[config.mk]
export PLATFORM = sky130hd
export DESIGN_NAME = hazard_fwd_ctrl_flat
export DESIGN_NICKNAME = d
export VERILOG_FILES = /design/src/rtl/hazard_pkg.sv /design/src/rtl/hazard_fwd_ctrl_if.sv /design/src/rtl/hazard_stage_tag.sv /design/src/rtl/hazard_fwd_ctrl.sv /design/src/flat_wrapper.sv
export SDC_FILE = /design/constraint.sdc
export NUM_CORES = 1
export LEC_CHECK = 0
export ABC_AREA = 1
export CAP_MARGIN = 5
export CORE_MARGIN = 5
export CORE_UTILIZATION = 50
export CTS_CLUSTER_DIAMETER = 120
export DETAILED_ROUTE_END_ITERATION = 10
export PLACE_DENSITY = 0.8
export SLEW_MARGIN = 10
export SYNTH_ARGS = -nofsm -noshare
export SYNTH_HDL_FRONTEND = slang
export SYNTH_HIERARCHICAL = 1
export SYNTH_SLANG_ARGS = --single-unit
[constraint.sdc]
create_clock -name clk -period 3.8 [get_ports clk]
set_input_delay 0.38 -clock clk [delete_from_list [all_inputs] [get_ports clk]]
set_output_delay 0.38 -clock clk [all_outputs]
set_load 0.1 [all_outputs]
[src/rtl/hazard_pkg.sv]
// Shared types and constants for the hazard/forwarding controller of the 5-stage MIPS core.
package hazard_pkg;

  localparam int REG_AW = 5;
  localparam int TNEW_W = 2;
  localparam logic [1:0] TUSE_NONE = 2'd3;

  // D-stage 4:1 operand mux selects
  localparam logic [1:0] FWD_RF = 2'b00;
  localparam logic [1:0] FWD_E  = 2'b01;
  localparam logic [1:0] FWD_M  = 2'b10;
  localparam logic [1:0] FWD_W  = 2'b11;

  // E-stage 3:1 operand mux selects
  localparam logic [1:0] FWDE_REG = 2'b00;
  localparam logic [1:0] FWDE_M   = 2'b01;
  localparam logic [1:0] FWDE_W   = 2'b10;

  typedef struct packed {
    logic [REG_AW-1:0] dst;
    logic [TNEW_W-1:0] tnew;
    logic              md_start;
    logic              md_div;
  } tag_t;

  function automatic logic [TNEW_W-1:0] sat_dec(input logic [TNEW_W-1:0] t);
    return (t == '0) ? t : t - TNEW_W'(1);
  endfunction

endpackage

[src/rtl/hazard_fwd_ctrl_if.sv]
// Datapath <-> hazard controller bundle: register tags in, stall and mux selects out.
interface hazard_fwd_ctrl_if;
  import hazard_pkg::*;

  logic [REG_AW-1:0] d_rs;
  logic [REG_AW-1:0] d_rt;
  logic [1:0]        d_tuse_rs;
  logic [1:0]        d_tuse_rt;
  logic [REG_AW-1:0] d_dst;
  logic [TNEW_W-1:0] d_tnew;
  logic              d_md_start;
  logic              d_md_div;
  logic              d_md_use;
  logic [REG_AW-1:0] e_rs;
  logic [REG_AW-1:0] e_rt;
  logic [REG_AW-1:0] m_rt;

  logic              stall;
  logic [1:0]        fwd_d_rs;
  logic [1:0]        fwd_d_rt;
  logic [1:0]        fwd_e_rs;
  logic [1:0]        fwd_e_rt;
  logic              fwd_m_rt;
  logic              md_busy;

  modport master (
    output d_rs, d_rt, d_tuse_rs, d_tuse_rt, d_dst, d_tnew,
           d_md_start, d_md_div, d_md_use, e_rs, e_rt, m_rt,
    input  stall, fwd_d_rs, fwd_d_rt, fwd_e_rs, fwd_e_rt, fwd_m_rt, md_busy
  );

  modport slave (
    input  d_rs, d_rt, d_tuse_rs, d_tuse_rt, d_dst, d_tnew,
           d_md_start, d_md_div, d_md_use, e_rs, e_rt, m_rt,
    output stall, fwd_d_rs, fwd_d_rt, fwd_e_rs, fwd_e_rt, fwd_m_rt, md_busy
  );

endinterface

[src/rtl/hazard_stage_tag.sv]
// One shadow-pipeline tag register: optional saturating tnew decrement, bubble insert, sync reset.
module hazard_stage_tag
  import hazard_pkg::*;
(
  input  logic clk,
  input  logic reset,
  input  logic bubble,
  input  logic dec_en,
  input  tag_t tag_in,
  output tag_t tag_q
);

  tag_t tag_d;

  always_comb begin
    tag_d = tag_in;
    if (dec_en) tag_d.tnew = sat_dec(tag_in.tnew);
    if (bubble) tag_d = '0;
  end

  always_ff @(posedge clk) begin
    if (reset) tag_q <= '0;
    else       tag_q <= tag_d;
  end

endmodule

[src/rtl/hazard_fwd_ctrl.sv]
// Stall and forwarding-select generator for the 5-stage MIPS core.
// Define HAZARD_MD_EN to add the multiply/divide busy counter and its stall term.
module hazard_fwd_ctrl
  import hazard_pkg::*;
#(
  parameter int MULT_CYCLES = 5,
  parameter int DIV_CYCLES  = 10
) (
  input  logic              clk,
  input  logic              reset,
  hazard_fwd_ctrl_if.slave  bus
);

  tag_t d_tag, e_tag, m_tag, w_tag;
  logic stall_data;
  logic stall;
  logic md_busy;

  assign d_tag = '{dst: bus.d_dst, tnew: bus.d_tnew,
                   md_start: bus.d_md_start, md_div: bus.d_md_div};

  hazard_stage_tag u_tag_e (.clk(clk), .reset(reset), .bubble(stall), .dec_en(1'b0),
                            .tag_in(d_tag), .tag_q(e_tag));
  hazard_stage_tag u_tag_m (.clk(clk), .reset(reset), .bubble(1'b0), .dec_en(1'b1),
                            .tag_in(e_tag), .tag_q(m_tag));
  hazard_stage_tag u_tag_w (.clk(clk), .reset(reset), .bubble(1'b0), .dec_en(1'b1),
                            .tag_in(m_tag), .tag_q(w_tag));

  function automatic logic src_hazard(input logic [REG_AW-1:0] src, input logic [1:0] tuse,
                                      input tag_t e, input tag_t m);
    if (src == '0 || tuse == TUSE_NONE) return 1'b0;
    return (e.dst == src && e.tnew > tuse) || (m.dst == src && m.tnew > tuse);
  endfunction

  // A younger match whose result is not ready yet blocks older forwarding.
  function automatic logic [1:0] fwd_d_sel(input logic [REG_AW-1:0] src,
                                           input tag_t e, input tag_t m, input tag_t w);
    if (src == '0)     return FWD_RF;
    if (e.dst == src)  return (e.tnew == '0) ? FWD_E : FWD_RF;
    if (m.dst == src)  return (m.tnew == '0) ? FWD_M : FWD_RF;
    if (w.dst == src && w.tnew == '0) return FWD_W;
    return FWD_RF;
  endfunction

  function automatic logic [1:0] fwd_e_sel(input logic [REG_AW-1:0] src,
                                           input tag_t m, input tag_t w);
    if (src == '0)     return FWDE_REG;
    if (m.dst == src)  return (m.tnew == '0) ? FWDE_M : FWDE_REG;
    if (w.dst == src && w.tnew == '0) return FWDE_W;
    return FWDE_REG;
  endfunction

  always_comb begin
    stall_data = src_hazard(bus.d_rs, bus.d_tuse_rs, e_tag, m_tag) ||
                 src_hazard(bus.d_rt, bus.d_tuse_rt, e_tag, m_tag);
  end

`ifdef HAZARD_MD_EN
  localparam int MAX_CYC = (DIV_CYCLES > MULT_CYCLES) ? DIV_CYCLES : MULT_CYCLES;
  localparam int CNT_W   = $clog2(MAX_CYC + 1);

  logic [CNT_W-1:0] cnt_q, cnt_d;

  // A fresh mult/div in E reloads the counter even if a previous one is still running.
  always_comb begin
    cnt_d = cnt_q;
    if (e_tag.md_start)    cnt_d = e_tag.md_div ? CNT_W'(DIV_CYCLES) : CNT_W'(MULT_CYCLES);
    else if (cnt_q != '0)  cnt_d = cnt_q - CNT_W'(1);
  end

  always_ff @(posedge clk) begin
    if (reset) cnt_q <= '0;
    else       cnt_q <= cnt_d;
  end

  assign md_busy = e_tag.md_start || (cnt_q != '0);
  assign stall   = stall_data || (bus.d_md_use && md_busy);
`else
  logic unused_md_use;
  assign unused_md_use = bus.d_md_use;
  assign md_busy       = 1'b0;
  assign stall         = stall_data;
`endif

  logic unused_w_md;
  assign unused_w_md = ^{w_tag.md_start, w_tag.md_div};

  assign bus.stall    = stall;
  assign bus.md_busy  = md_busy;
  assign bus.fwd_d_rs = fwd_d_sel(bus.d_rs, e_tag, m_tag, w_tag);
  assign bus.fwd_d_rt = fwd_d_sel(bus.d_rt, e_tag, m_tag, w_tag);
  assign bus.fwd_e_rs = fwd_e_sel(bus.e_rs, m_tag, w_tag);
  assign bus.fwd_e_rt = fwd_e_sel(bus.e_rt, m_tag, w_tag);
  assign bus.fwd_m_rt = (bus.m_rt != '0) && (w_tag.dst == bus.m_rt) && (w_tag.tnew == '0);

endmodule

[src/flat_wrapper.sv]
// flat-port wrapper written by rule: the top's interface ports become plain ports
module hazard_fwd_ctrl_flat import hazard_pkg::*;
#(
  parameter int MULT_CYCLES = 5,
  parameter int DIV_CYCLES  = 10
)
  (clk, reset, bus_d_rs, bus_d_rt, bus_d_tuse_rs, bus_d_tuse_rt, bus_d_dst, bus_d_tnew, bus_d_md_start, bus_d_md_div, bus_d_md_use, bus_e_rs, bus_e_rt, bus_m_rt, bus_stall, bus_fwd_d_rs, bus_fwd_d_rt, bus_fwd_e_rs, bus_fwd_e_rt, bus_fwd_m_rt, bus_md_busy);
  hazard_fwd_ctrl_if bus_i ();
  input  logic clk;
  input  logic reset;
  input wire logic [$bits(bus_i.d_rs)-1:0] bus_d_rs;
  input wire logic [$bits(bus_i.d_rt)-1:0] bus_d_rt;
  input wire logic [$bits(bus_i.d_tuse_rs)-1:0] bus_d_tuse_rs;
  input wire logic [$bits(bus_i.d_tuse_rt)-1:0] bus_d_tuse_rt;
  input wire logic [$bits(bus_i.d_dst)-1:0] bus_d_dst;
  input wire logic [$bits(bus_i.d_tnew)-1:0] bus_d_tnew;
  input wire logic [$bits(bus_i.d_md_start)-1:0] bus_d_md_start;
  input wire logic [$bits(bus_i.d_md_div)-1:0] bus_d_md_div;
  input wire logic [$bits(bus_i.d_md_use)-1:0] bus_d_md_use;
  input wire logic [$bits(bus_i.e_rs)-1:0] bus_e_rs;
  input wire logic [$bits(bus_i.e_rt)-1:0] bus_e_rt;
  input wire logic [$bits(bus_i.m_rt)-1:0] bus_m_rt;
  output wire logic [$bits(bus_i.stall)-1:0] bus_stall;
  output wire logic [$bits(bus_i.fwd_d_rs)-1:0] bus_fwd_d_rs;
  output wire logic [$bits(bus_i.fwd_d_rt)-1:0] bus_fwd_d_rt;
  output wire logic [$bits(bus_i.fwd_e_rs)-1:0] bus_fwd_e_rs;
  output wire logic [$bits(bus_i.fwd_e_rt)-1:0] bus_fwd_e_rt;
  output wire logic [$bits(bus_i.fwd_m_rt)-1:0] bus_fwd_m_rt;
  output wire logic [$bits(bus_i.md_busy)-1:0] bus_md_busy;
  assign bus_i.d_rs = bus_d_rs;
  assign bus_i.d_rt = bus_d_rt;
  assign bus_i.d_tuse_rs = bus_d_tuse_rs;
  assign bus_i.d_tuse_rt = bus_d_tuse_rt;
  assign bus_i.d_dst = bus_d_dst;
  assign bus_i.d_tnew = bus_d_tnew;
  assign bus_i.d_md_start = bus_d_md_start;
  assign bus_i.d_md_div = bus_d_md_div;
  assign bus_i.d_md_use = bus_d_md_use;
  assign bus_i.e_rs = bus_e_rs;
  assign bus_i.e_rt = bus_e_rt;
  assign bus_i.m_rt = bus_m_rt;
  assign bus_stall = bus_i.stall;
  assign bus_fwd_d_rs = bus_i.fwd_d_rs;
  assign bus_fwd_d_rt = bus_i.fwd_d_rt;
  assign bus_fwd_e_rs = bus_i.fwd_e_rs;
  assign bus_fwd_e_rt = bus_i.fwd_e_rt;
  assign bus_fwd_m_rt = bus_i.fwd_m_rt;
  assign bus_md_busy = bus_i.md_busy;
  hazard_fwd_ctrl #(.MULT_CYCLES(MULT_CYCLES), .DIV_CYCLES(DIV_CYCLES)) u_core (.clk(clk), .reset(reset), .bus(bus_i));
endmodule
# Yosys cells after proc, flatten, opt, wreduce, memory -nomap -nowiden
# Index checks and enable logic that the tools add are counted.
[op_classes]
add_sub_neg = 2
order_cmp = 4
n_eq_ne = 13
n_mux = 71
n_reduce_logical = 24
[ops]
columns = ["operator", "count"]
rows = [
  ["$mux W2", 31],
  ["$eq A5 B5 Y1", 11],
  ["$mux W1", 40],
  ["$logic_not A5 Y1", 4],
  ["$logic_and A1 B1 Y1", 10],
  ["$gt A2 B2 Y1", 4],
  ["$logic_not A2 Y1", 3],
  ["$logic_or A1 B1 Y1", 5],
  ["$reduce_bool A5 Y1", 1],
  ["$eq A2 B2 Y1 const B", 2],
  ["$sub A2 B1 Y2 const B", 2],
  ["$reduce_or A2 Y1", 1],
]
[word_totals]
ff_bits = 21
output_inout_bits = 11
elab_cells = 120

# Depth between registers and ports, before layout
# Gate-level depths: netlist of the first run.
[logic_depth]
ltp_word = 12
depth_mapped = 12

# Modules after synthesis
# Netlist of the first run, hierarchy kept.
[by_module_without_submodules]
columns = ["mod", "instances", "cells_per_inst", "area_per_inst_um2", "seq_area_each_um2"]
rows = [
  ["hazard_fwd_ctrl", 1, 278, 1347.5, 0.0],
  ["hazard_stage_tag", 3, 32, 296.5, 180.2],
]

# Worst setup path before layout of the first run
# Ideal clock, no wire load.
[synth_timing]
path_kind = "reg2out"
from = "register u_core/u_tag_m/tag_q[8] (netlist bit)"
to = "output bus_fwd_e_rt[1]"
t_arrival_ns = 2.787
setup_slack_ns = 0.633
path_stages_with_launch = 7
path_cell_list = "dfxtp_1 buf_2 xor2_1 nor2_1 nand2_1 nor2_1 nor3_1"
[synth_between]
elab_chain_len = 6
elab_cells_between_ends = 8
classes_between = "eq/ne: 1; mux: 7"
[synth_rtl]
columns = ["item", "line_no", "rtl"]
rows = [
  ["from (decl)", "hazard_stage_tag.sv:10", "output tag_t tag_q"],
  ["from (signal assigned)", "hazard_stage_tag.sv:23", "else tag_q <= tag_d;"],
  ["$eq A5 B5 Y1 (*)", "hazard_fwd_ctrl.sv:48", "if (m.dst == src) return (m.tnew == '0) ? FWDE_M : FWDE_REG;"],
  ["$mux W2", "hazard_fwd_ctrl.sv:48", ""],
  ["$mux W2", "hazard_fwd_ctrl.sv:49", "if (w.dst == src && w.tnew == '0) return FWDE_W;"],
  ["$mux W2", "hazard_fwd_ctrl.sv:50", "return FWDE_REG;"],
  ["$mux W2 (*)", "hazard_fwd_ctrl.sv:49", ""],
  ["$mux W2 (*)", "hazard_fwd_ctrl.sv:48", ""],
  ["to (decl)", "flat_wrapper.sv:27", "output wire logic [$bits(bus_i.fwd_e_rt)-1:0] bus_fwd_e_rt;"],
]
# Mark *: on every way between the ends. The rest lies on a longest branch, timed or not. The select of a mux whose other input is x is not followed.

# Worst setup path after layout of the first run
[layout_timing]
from = "input bus_d_tuse_rs[1]"
to = "output bus_stall"
[layout_between]
elab_chain_len = 5
elab_cells_between_ends = 10
classes_between = "order compare: 2; eq/ne: 1; mux: 2; reduce/logical: 5"
[layout_rtl]
columns = ["item", "line_no", "rtl"]
rows = [
  ["from (decl)", "flat_wrapper.sv:13", "input wire logic [$bits(bus_i.d_tuse_rs)-1:0] bus_d_tuse_rs;"],
  ["$gt A2 B2 Y1 / $eq A2 B2 Y1 (equally long branches)", "hazard_fwd_ctrl.sv:32, hazard_fwd_ctrl.sv:31", ""],
  ["$logic_and A1 B1 Y1 / $logic_or A1 B1 Y1 (equally long branches)", "hazard_fwd_ctrl.sv:32, hazard_fwd_ctrl.sv:31", ""],
  ["$logic_or A1 B1 Y1 / $mux W1 (equally long branches)", "hazard_fwd_ctrl.sv:32, hazard_fwd_ctrl.sv:31", ""],
  ["$mux W1 (*)", "hazard_fwd_ctrl.sv:32", "return (e.dst == src && e.tnew > tuse) || (m.dst == src && m.tnew > tuse);"],
  ["$logic_or A1 B1 Y1 (*)", "hazard_fwd_ctrl.sv:54", "stall_data = src_hazard(bus.d_rs, bus.d_tuse_rs, e_tag, m_tag) ||"],
  ["to (decl)", "flat_wrapper.sv:23", "output wire logic [$bits(bus_i.stall)-1:0] bus_stall;"],
]
# Mark *: on every way between the ends. The rest lies on a longest branch, timed or not.

==> impl_metrics.toml, run 1 <==
[logic_synthesis]
syn_area_per_cell_sq_um = 5.78
synth_area_sq_um = 2060
synth_warnings = 6
syn_inst = 356

[floorplanning]
dieWidth_um = 74.1
initial_core_util_pct = 51.4
io_pins = 52
core_sq_um = 4000
num_rows = 23
die_height_um = 74.1
die-area_sq_um = 5500

[grt]
grt_usage_pct = 20.5
grt_max_degree = 12
grt_pass1_wl_um = 8870
grt_overflow = 0
grt_pass1_vias = 2074
antenna_found_initial = 0

[route]
ant_nets = 0
viasPerCell = 4.86
drt_first_pass_iters = 4
drtIter0Drc = 152
drc = 0
routedWlPerCell_um = 11.3
dr_total_vias = 2219
totalWireLength_um = 5180

[setup_path]
crit_chain = "clkdlybuf4s50_1 -> inv_1 -> ha_1 -> nand2_1 -> a21boi_0 -> nand4_1 -> nand2_1 -> nand2_1 -> nand2_1 -> buf_4"
cp-start-kind = "input port"
crit_top_cell = "nand2_1"
crit_arrival_ps = 2210
cp-end-kind = "primary output"
required_ps = 3420
max_stage_delay_ps = 470
cp_max_fo = 2
slowest_stage = "clkdlybuf4s50_1"
worstSetupPathType = "input port to primary output"
crit_buf_inv = 3
cp_top_family = "buffers and inverters"

[finish]
final_common_cell = "nand2_1"
nets = 457
regArea_sq_um = 420
finish.utilization_pct = 64.8
area_growth_pct = 26.1
multiInputGateArea_sq_um = 1360
final_area_sq_um = 2590
diodes = 0
fillers = 402
drive_gt1_share_pct = 9.83
final_cell_mix = "nand2_1, inv_1, nor2_1"

[clocking]
cts.sink_count = 21
htree_levels = 1
cts_tree = "yes"
numCtsBuffers = 3
cts.hold.buffers_added = 0
ctsLongestPathBuffers = 2
clkTransAtPathRegs_ps = 70
cts_root_buf = "clkbuf_8"
cts_resized = 0
cts_setup_buffers = 0
clock_latency_ps = 250

[power_and_ir_drop]
power_leakage_nw = 1.33
powerDensity_nw_per_um2 = 225
peakVddDrop_v = 0.000229

[sta]
tightest_slew_ps = 501
rsz0062_at_grt = "false"
fin_skew_ps = 4.08
hold_viol_final = 0
tns_ps = 0
final-setup-viol-count = 0
finalMaxSlewViolations = 0
timing.hold.ws_ps = 501
fmax_ghz = 0.386
period_share_pct = 68.2
slew_headroom_pct = 66.4
fin_ws_ps = 1210
fin_crit_ps = 2590

[placed_design]
port-buffer-count = 47
hpwl_um = 4340
dpl-instance-area_sq_um = 2550
place_congestion = 0.875
dp_slack_ps = 1200

[hold_path]
hold_path.class = "flip-flop to flip-flop"

[flow_run]
cap_violations = 0

[run_status]
status = "completed"
[worst paths after layout]
path,depth (start not counted),slack [ps],start,to
worst min register to register,2,500,u_core/u_tag_e/tag_q[4]$_SDFF_PP0_,u_core/u_tag_m/tag_q[4]$_SDFF_PP0_
worst max register to register,11,2090,u_core/u_tag_m/tag_q[7]$_SDFF_PP0_,u_core/u_tag_e/tag_q[7]$_SDFF_PP0_
worst max-delay path,10,1210,bus_d_tuse_rs[1],bus_stall
worst min-delay path,2,500,u_core/u_tag_e/tag_q[4]$_SDFF_PP0_,u_core/u_tag_m/tag_q[4]$_SDFF_PP0_
[state kept, by name, indices dropped and copies added, names as in the netlist]
| signal | cells |
|---|---|
| u_core/u_tag_e/tag_q | 7 |
| u_core/u_tag_m/tag_q | 7 |
| u_core/u_tag_w/tag_q | 7 |
[layout make-up]
class                           instances  share of cell area, %
Clock buffer                            4                   1.74
Inverter                               68                   10.1
Multi-Input combinational cell        267                   52.3
Sequential cell                        21                   16.2
Tap cell                               50                   2.41
Timing Repair Buffer                   47                   17.2
[per-layer routing]
metal | routed length [um] | share of wire (%) | vias up | track usage (%)
li1 | - | - | 1176 | -
met1 | 2170 | 42 | 960 | 26.0
met2 | 2520 | 49 | 78 | 36.9
met3 | 452 | 8.7 | 5 | 2.16
met4 | 41 | 0.79 | 0 | 5.23
met5 | 0 | 0 | - | 0
[worst reg2reg max path: stages (launching register included)]
cell and delay [ps]:
dfxtp_1 520, inv_1 130, nand2_1 80, nand2_1 50
nor2_1 210, nand4_1 130, nand2_1 80, nand2_1 40
nand2_1 160, nor2_4 80, inv_4 100, nor2_2 40
[through the flow]
step | instances | total power, mW
finish | 457 | 0.583
global route | 457 | 0.623
CTS | 457 | 0.588
detailed placement | 453 | 0.449
global placement | 453 | 0.444
floorplan | 360 | 0.373
[where the power goes]
group          total [mW]  internal (mW)  switching (mW)
sequential          0.239          0.227          0.0121
clock               0.139         0.0745          0.0641
combinational       0.205         0.0854           0.120
total               0.583          0.387           0.196
(Power assumes the default switching activity.)
==> inputs of run 2 (changes only) <==
Settings changed: CORE_UTILIZATION 50 to 46, PLACE_DENSITY 0.8 to 0.77.
Clock period 3.8 ns to 2.3 ns, I/O delays scaled along.
==> impl_metrics.toml, run 2 (synthesized netlist as in run 1, its figures left out) <==
[clocking]
cts_root_buf = "clkbuf_8"
cts.hold.buffers_added = 0
htree_levels = 1
cts_tree = "yes"
clock_latency_ps = 260
clkTransAtPathRegs_ps = 80
numCtsBuffers = 3
cts.sink_count = 21
ctsLongestPathBuffers = 2

[grt]
grt_usage_pct = 17.6
grt_max_degree = 14
met2_usage_pct = 29.7
grt_pass1_wl_um = 8710
busiest_layer = "met2"
grtUsageMet1_pct = 23.0
grt_overflow = 0
grt_pass1_vias = 1982
use_met3_pct = 2.34
antenna_found_initial = 0

[route]
ant_nets = 0
viasPerCell = 4.83
totalWireLength_um = 5160
drc = 0
drt_first_pass_iters = 4
dr_total_vias = 2218
drtIter0Drc = 158
routedWlPerCell_um = 11.2

[floorplanning]
die-area_sq_um = 5910
initial_core_util_pct = 47.2
io_pins = 52
die_height_um = 76.9
core_sq_um = 4350
num_rows = 24
dieWidth_um = 76.9

[power_and_ir_drop]
p_int_mw = 0.654
p_sw_mw = 0.341
combPwrFrac_pct = 36.2
power_leakage_nw = 1.36
powerDensity_nw_per_um2 = 362
total_power_mw = 0.995
sw_frac_of_total_pct = 34.3
p_clk_share_pct = 24.1
seq_power_share_pct = 39.7
peakVddDrop_v = 0.000391

[sta]
fmax_ghz = 0.475
fin_crit_ps = 2110
finalMaxSlewViolations = 0
rsz0062_at_grt = "false"
hold_viol_final = 0
tns_ps = 0
period_share_pct = 91.6
final-setup-viol-count = 0
fin_skew_ps = 6.29

[setup_path]
rr_startpoint = "u_core/u_tag_m/tag_q[7]$_SDFF_PP0_"
crit_arrival_ps = 1880
cp_max_fo = 2
cp_top_family = "buffers and inverters"
slowest_stage = "clkdlybuf4s50_1"
critPathCapture = "bus_stall"
required_ps = 2070
cp-start-kind = "input port"
r2r_cells = 11
max_stage_delay_ps = 470
cp-end-kind = "primary output"
crit_buf_inv = 3
crit_top_cell = "nand2_1"
crit_chain = "clkdlybuf4s50_1 -> inv_1 -> ha_1 -> nand2_1 -> a21boi_1 -> nand4_1 -> nand2_1 -> nand2_1 -> nand2_2 -> buf_12"
worstSetupPathType = "input port to primary output"
crit_cells = 10
cp-startpoint = "bus_d_tuse_rt[1]"
r2r_slack_ps = 640
r2r-end = "u_core/u_tag_e/tag_q[4]$_SDFF_PP0_"

[placed_design]
place_congestion = 0.920
hpwl_um = 4300
port-buffer-count = 47

[hold_path]
hold_path.class = "input port to flip-flop"
min_path_cells = 3

[finish]
final_common_cell = "nand2_1"
drive_gt1_share_pct = 12.3
reg_top3 = "u_core/u_tag_e/tag_q x7, u_core/u_tag_m/tag_q x7, u_core/u_tag_w/tag_q x7"
nets = 457
final_cell_mix = "nand2_1, inv_1, nor2_1"
diodes = 0
area_growth_pct = 33.8

[run_status]
status = "completed"

[flow_run]
cap_violations = 0
run 2: cell count changes in the layout (fill, tap and decap cells not counted), sizes merged:
cell / previous run / this run
clkinvlp: 0 / 1
clkbuf: 4 / 3
run 2: power by group through the flow:
stage / Sequential (mW) / Combinational (mW) / Clock [mW]
after detailed placement: 0.403 / 0.359 / 0
final: 0.395 / 0.360 / 0.240
after global placement: 0.403 / 0.352 / 0
after global routing: 0.397 / 0.400 / 0.261
after floorplan: 0.394 / 0.226 / 0
after CTS: 0.395 / 0.361 / 0.247
run 2: tightest hold or removal path, cell delays in order:
cell             delay, ps
clkdlybuf4s50_1        390
inv_1                   60
nor2_2                  30
run 2: metal layers:
| layer | share of wire (%) | vias to the layer above |
|---|---|---|
| met5 | 0 | - |
| met1 | 45 | 979 |
| met3 | 7.0 | 6 |
| li1 | - | 1173 |
| met4 | 1.1 | 0 |
| met2 | 47 | 60 |
run 2: worst min-delay path by stage:
stage,start,endpoint,slack (ps)
5_1_grt,bus_d_dst[4],u_core/u_tag_e/tag_q[8]$_SDFF_PP0_,490
6_report,bus_d_dst[4],u_core/u_tag_e/tag_q[8]$_SDFF_PP0_,490
3_5_place_dp,u_core/u_tag_e/tag_q[7]$_SDFF_PP0_,u_core/u_tag_m/tag_q[7]$_SDFF_PP0_,490
3_3_place_gp,u_core/u_tag_e/tag_q[6]$_SDFF_PP0_,u_core/u_tag_m/tag_q[6]$_SDFF_PP0_,480
2_1_floorplan,bus_d_tnew[1],u_core/u_tag_e/tag_q[3]$_SDFF_PP0_,350
4_1_cts,bus_d_dst[4],u_core/u_tag_e/tag_q[8]$_SDFF_PP0_,490
run 2: cell type report:
type	count	area [sq um]
well taps	52	65.1
repair buffers	47	571
fillers	418	1600
flip-flops and latches	21	420
multi-input cells	267	1380
inverters	68	263
clock buffers	3	41.3
clock inverters	1	7.51
run 2: what timing repair did:
item	CTS	global route
setup buffers	0	0
setup endpoints to repair	0	1
resized for setup	0	2
run 2: stage by stage:
step / hold slack [ps] / std cells / utilization, % / instance area, sq um / setup WS (ps)
detailed placement: 489 / 455 / 62.0 / 2700 / 74.6
CTS: 487 / 459 / 63.1 / 2750 / 62.4
floorplan: 350 / 360 / - / 2100 / -40.8
global placement: 481 / 455 / 62.0 / 2700 / 126
global route: 492 / 459 / 63.2 / 2750 / 24.0
finish: 491 / 459 / 63.2 / 2750 / 194
==> inputs of run 3 (changes only) <==
Settings changed: CORE_UTILIZATION 46 to 41, PLACE_DENSITY 0.77 to 0.7.
==> impl_metrics.toml, run 3 (synthesized netlist as in run 1, its figures left out) <==
[power_and_ir_drop]
total_power_mw = 0.991
power_leakage_nw = 1.38
peakVddDrop_v = 0.000365
powerDensity_nw_per_um2 = 356

[clocking]
cts_setup_buffers = 0
ctsLongestPathBuffers = 2
htree_levels = 1
numCtsBuffers = 3
cts_resized = 0
clkTransAtPathRegs_ps = 70
cts.hold.buffers_added = 0
clock_latency_ps = 260
cts_tree = "yes"
cts.sink_count = 21
cts_root_buf = "clkbuf_8"

[grt]
antenna_found_initial = 0
grt_usage_pct = 17.4
grt_pass1_wl_um = 8950
grt_max_degree = 12
grt_overflow = 0
grt_pass1_vias = 2026

[hold_path]
hold_path.class = "flip-flop to flip-flop"

[sta]
period_share_pct = 91.6
rsz0062_at_grt = "false"
fin_skew_ps = 1.64
final-setup-viol-count = 0
finalMaxSlewViolations = 0
fmax_ghz = 0.475
hold_viol_final = 0
fin_crit_ps = 2110
fin_ws_ps = 194

[finish]
diodes = 0
drive_gt1_share_pct = 12.5
area_growth_pct = 35.2
final_cell_mix = "nand2_1, inv_1, nor2_1"
final_common_cell = "nand2_1"
fillers = 482
regArea_sq_um = 420
multiInputGateArea_sq_um = 1380
reg_top3 = "u_core/u_tag_e/tag_q x7, u_core/u_tag_m/tag_q x7, u_core/u_tag_w/tag_q x7"
nets = 459

[setup_path]
worstSetupPathType = "input port to primary output"
slowest_stage = "clkdlybuf4s50_1"
max_stage_delay_ps = 470
crit_chain = "clkdlybuf4s50_1 -> inv_1 -> ha_1 -> nand2_1 -> a21boi_1 -> nand4_1 -> nand2_1 -> nand2_1 -> nand2_2 -> buf_12"
cp-end-kind = "primary output"
required_ps = 2070
crit_arrival_ps = 1880
crit_top_cell = "nand2_1"
cp_max_fo = 2
cp-start-kind = "input port"

[route]
drt_first_pass_iters = 4
drtIter0Drc = 143
dr_total_vias = 2209
drc = 0
totalWireLength_um = 5290
ant_nets = 0
routedWlPerCell_um = 11.1
viasPerCell = 4.64

[flow_run]
cap_violations = 0

[floorplanning]
num_rows = 25
dieWidth_um = 80.8
initial_core_util_pct = 43.0
die-area_sq_um = 6530
core_sq_um = 4790
die_height_um = 80.8
io_pins = 52

[placed_design]
dp_slack_ps = 55.4
port-buffer-count = 47
place_congestion = 0.910
hpwl_um = 4450

[run_status]
status = "completed"
-- run 3: changes by cell type in the layout (fill, tap and decap cells not counted) --
cell,previous run,this run
buf_4,0,2
a21boi_0,2,1
a21boi_1,1,2
clkinvlp_4,1,0
clkbuf_1,0,1
-- run 3: power by group --
group	leakage, nW	switching, mW	internal (mW)	total [mW]
registers	0.172	0.0182	0.376	0.394
logic	1.18	0.205	0.158	0.363
clock network	0.0228	0.111	0.123	0.234
total	1.38	0.334	0.657	0.991
-- run 3: cell type report --
| class | count | share of cell area (%) |
|---|---|---|
| multi-input combinational | 267 | 49.8 |
| tap | 67 | 3.01 |
| timing repair buffer | 49 | 21.1 |
| sequential | 21 | 15.1 |
| inverter | 68 | 9.45 |
| clock buffer | 4 | 1.62 |
-- run 3: critical path, delay by kind of cell --
family	cells	cell delay (ps)
fa+ha+maj	1	300
compound gates	1	180
simple gates	5	430
buf+inv	3	730
-- run 3: worst paths after layout --
check / startpoint / to / slack, ps / depth (start not counted)
max reg2reg: u_core/u_tag_m/tag_q[2]$_SDFF_PP0_ / u_core/u_tag_e/tag_q[8]$_SDFF_PP0_ / 630 / 11
min reg2reg: u_core/u_tag_e/tag_q[6]$_SDFF_PP0_ / u_core/u_tag_m/tag_q[6]$_SDFF_PP0_ / 500 / 2
min: u_core/u_tag_e/tag_q[6]$_SDFF_PP0_ / u_core/u_tag_m/tag_q[6]$_SDFF_PP0_ / 500 / 2
max: bus_d_tuse_rs[1] / bus_stall / 190 / 10
-- run 3: layer usage --
| layer | part of all wire, % | track usage [%] |
|---|---|---|
| met1 | 46 | 23.1 |
| met2 | 46 | 28.8 |
| met4 | 2.0 | 5.91 |
| met5 | 0 | 0 |
| met3 | 5.9 | 2.33 |
-- run 3: per-stage QoR --
stage / setup TNS (ps) / std cells / instance area [sq um] / util, % / hold slack (ps)
5_1_grt: 0 / 476 / 2780 / 58.1 / 498
3_5_place_dp: 0 / 472 / 2730 / 57.1 / 487
6_report: 0 / 476 / 2780 / 58.1 / 496
4_1_cts: 0 / 476 / 2780 / 58.1 / 496
2_1_floorplan: -40.8 / 360 / 2100 / - / 350
3_3_place_gp: 0 / 472 / 2730 / 57.1 / 483
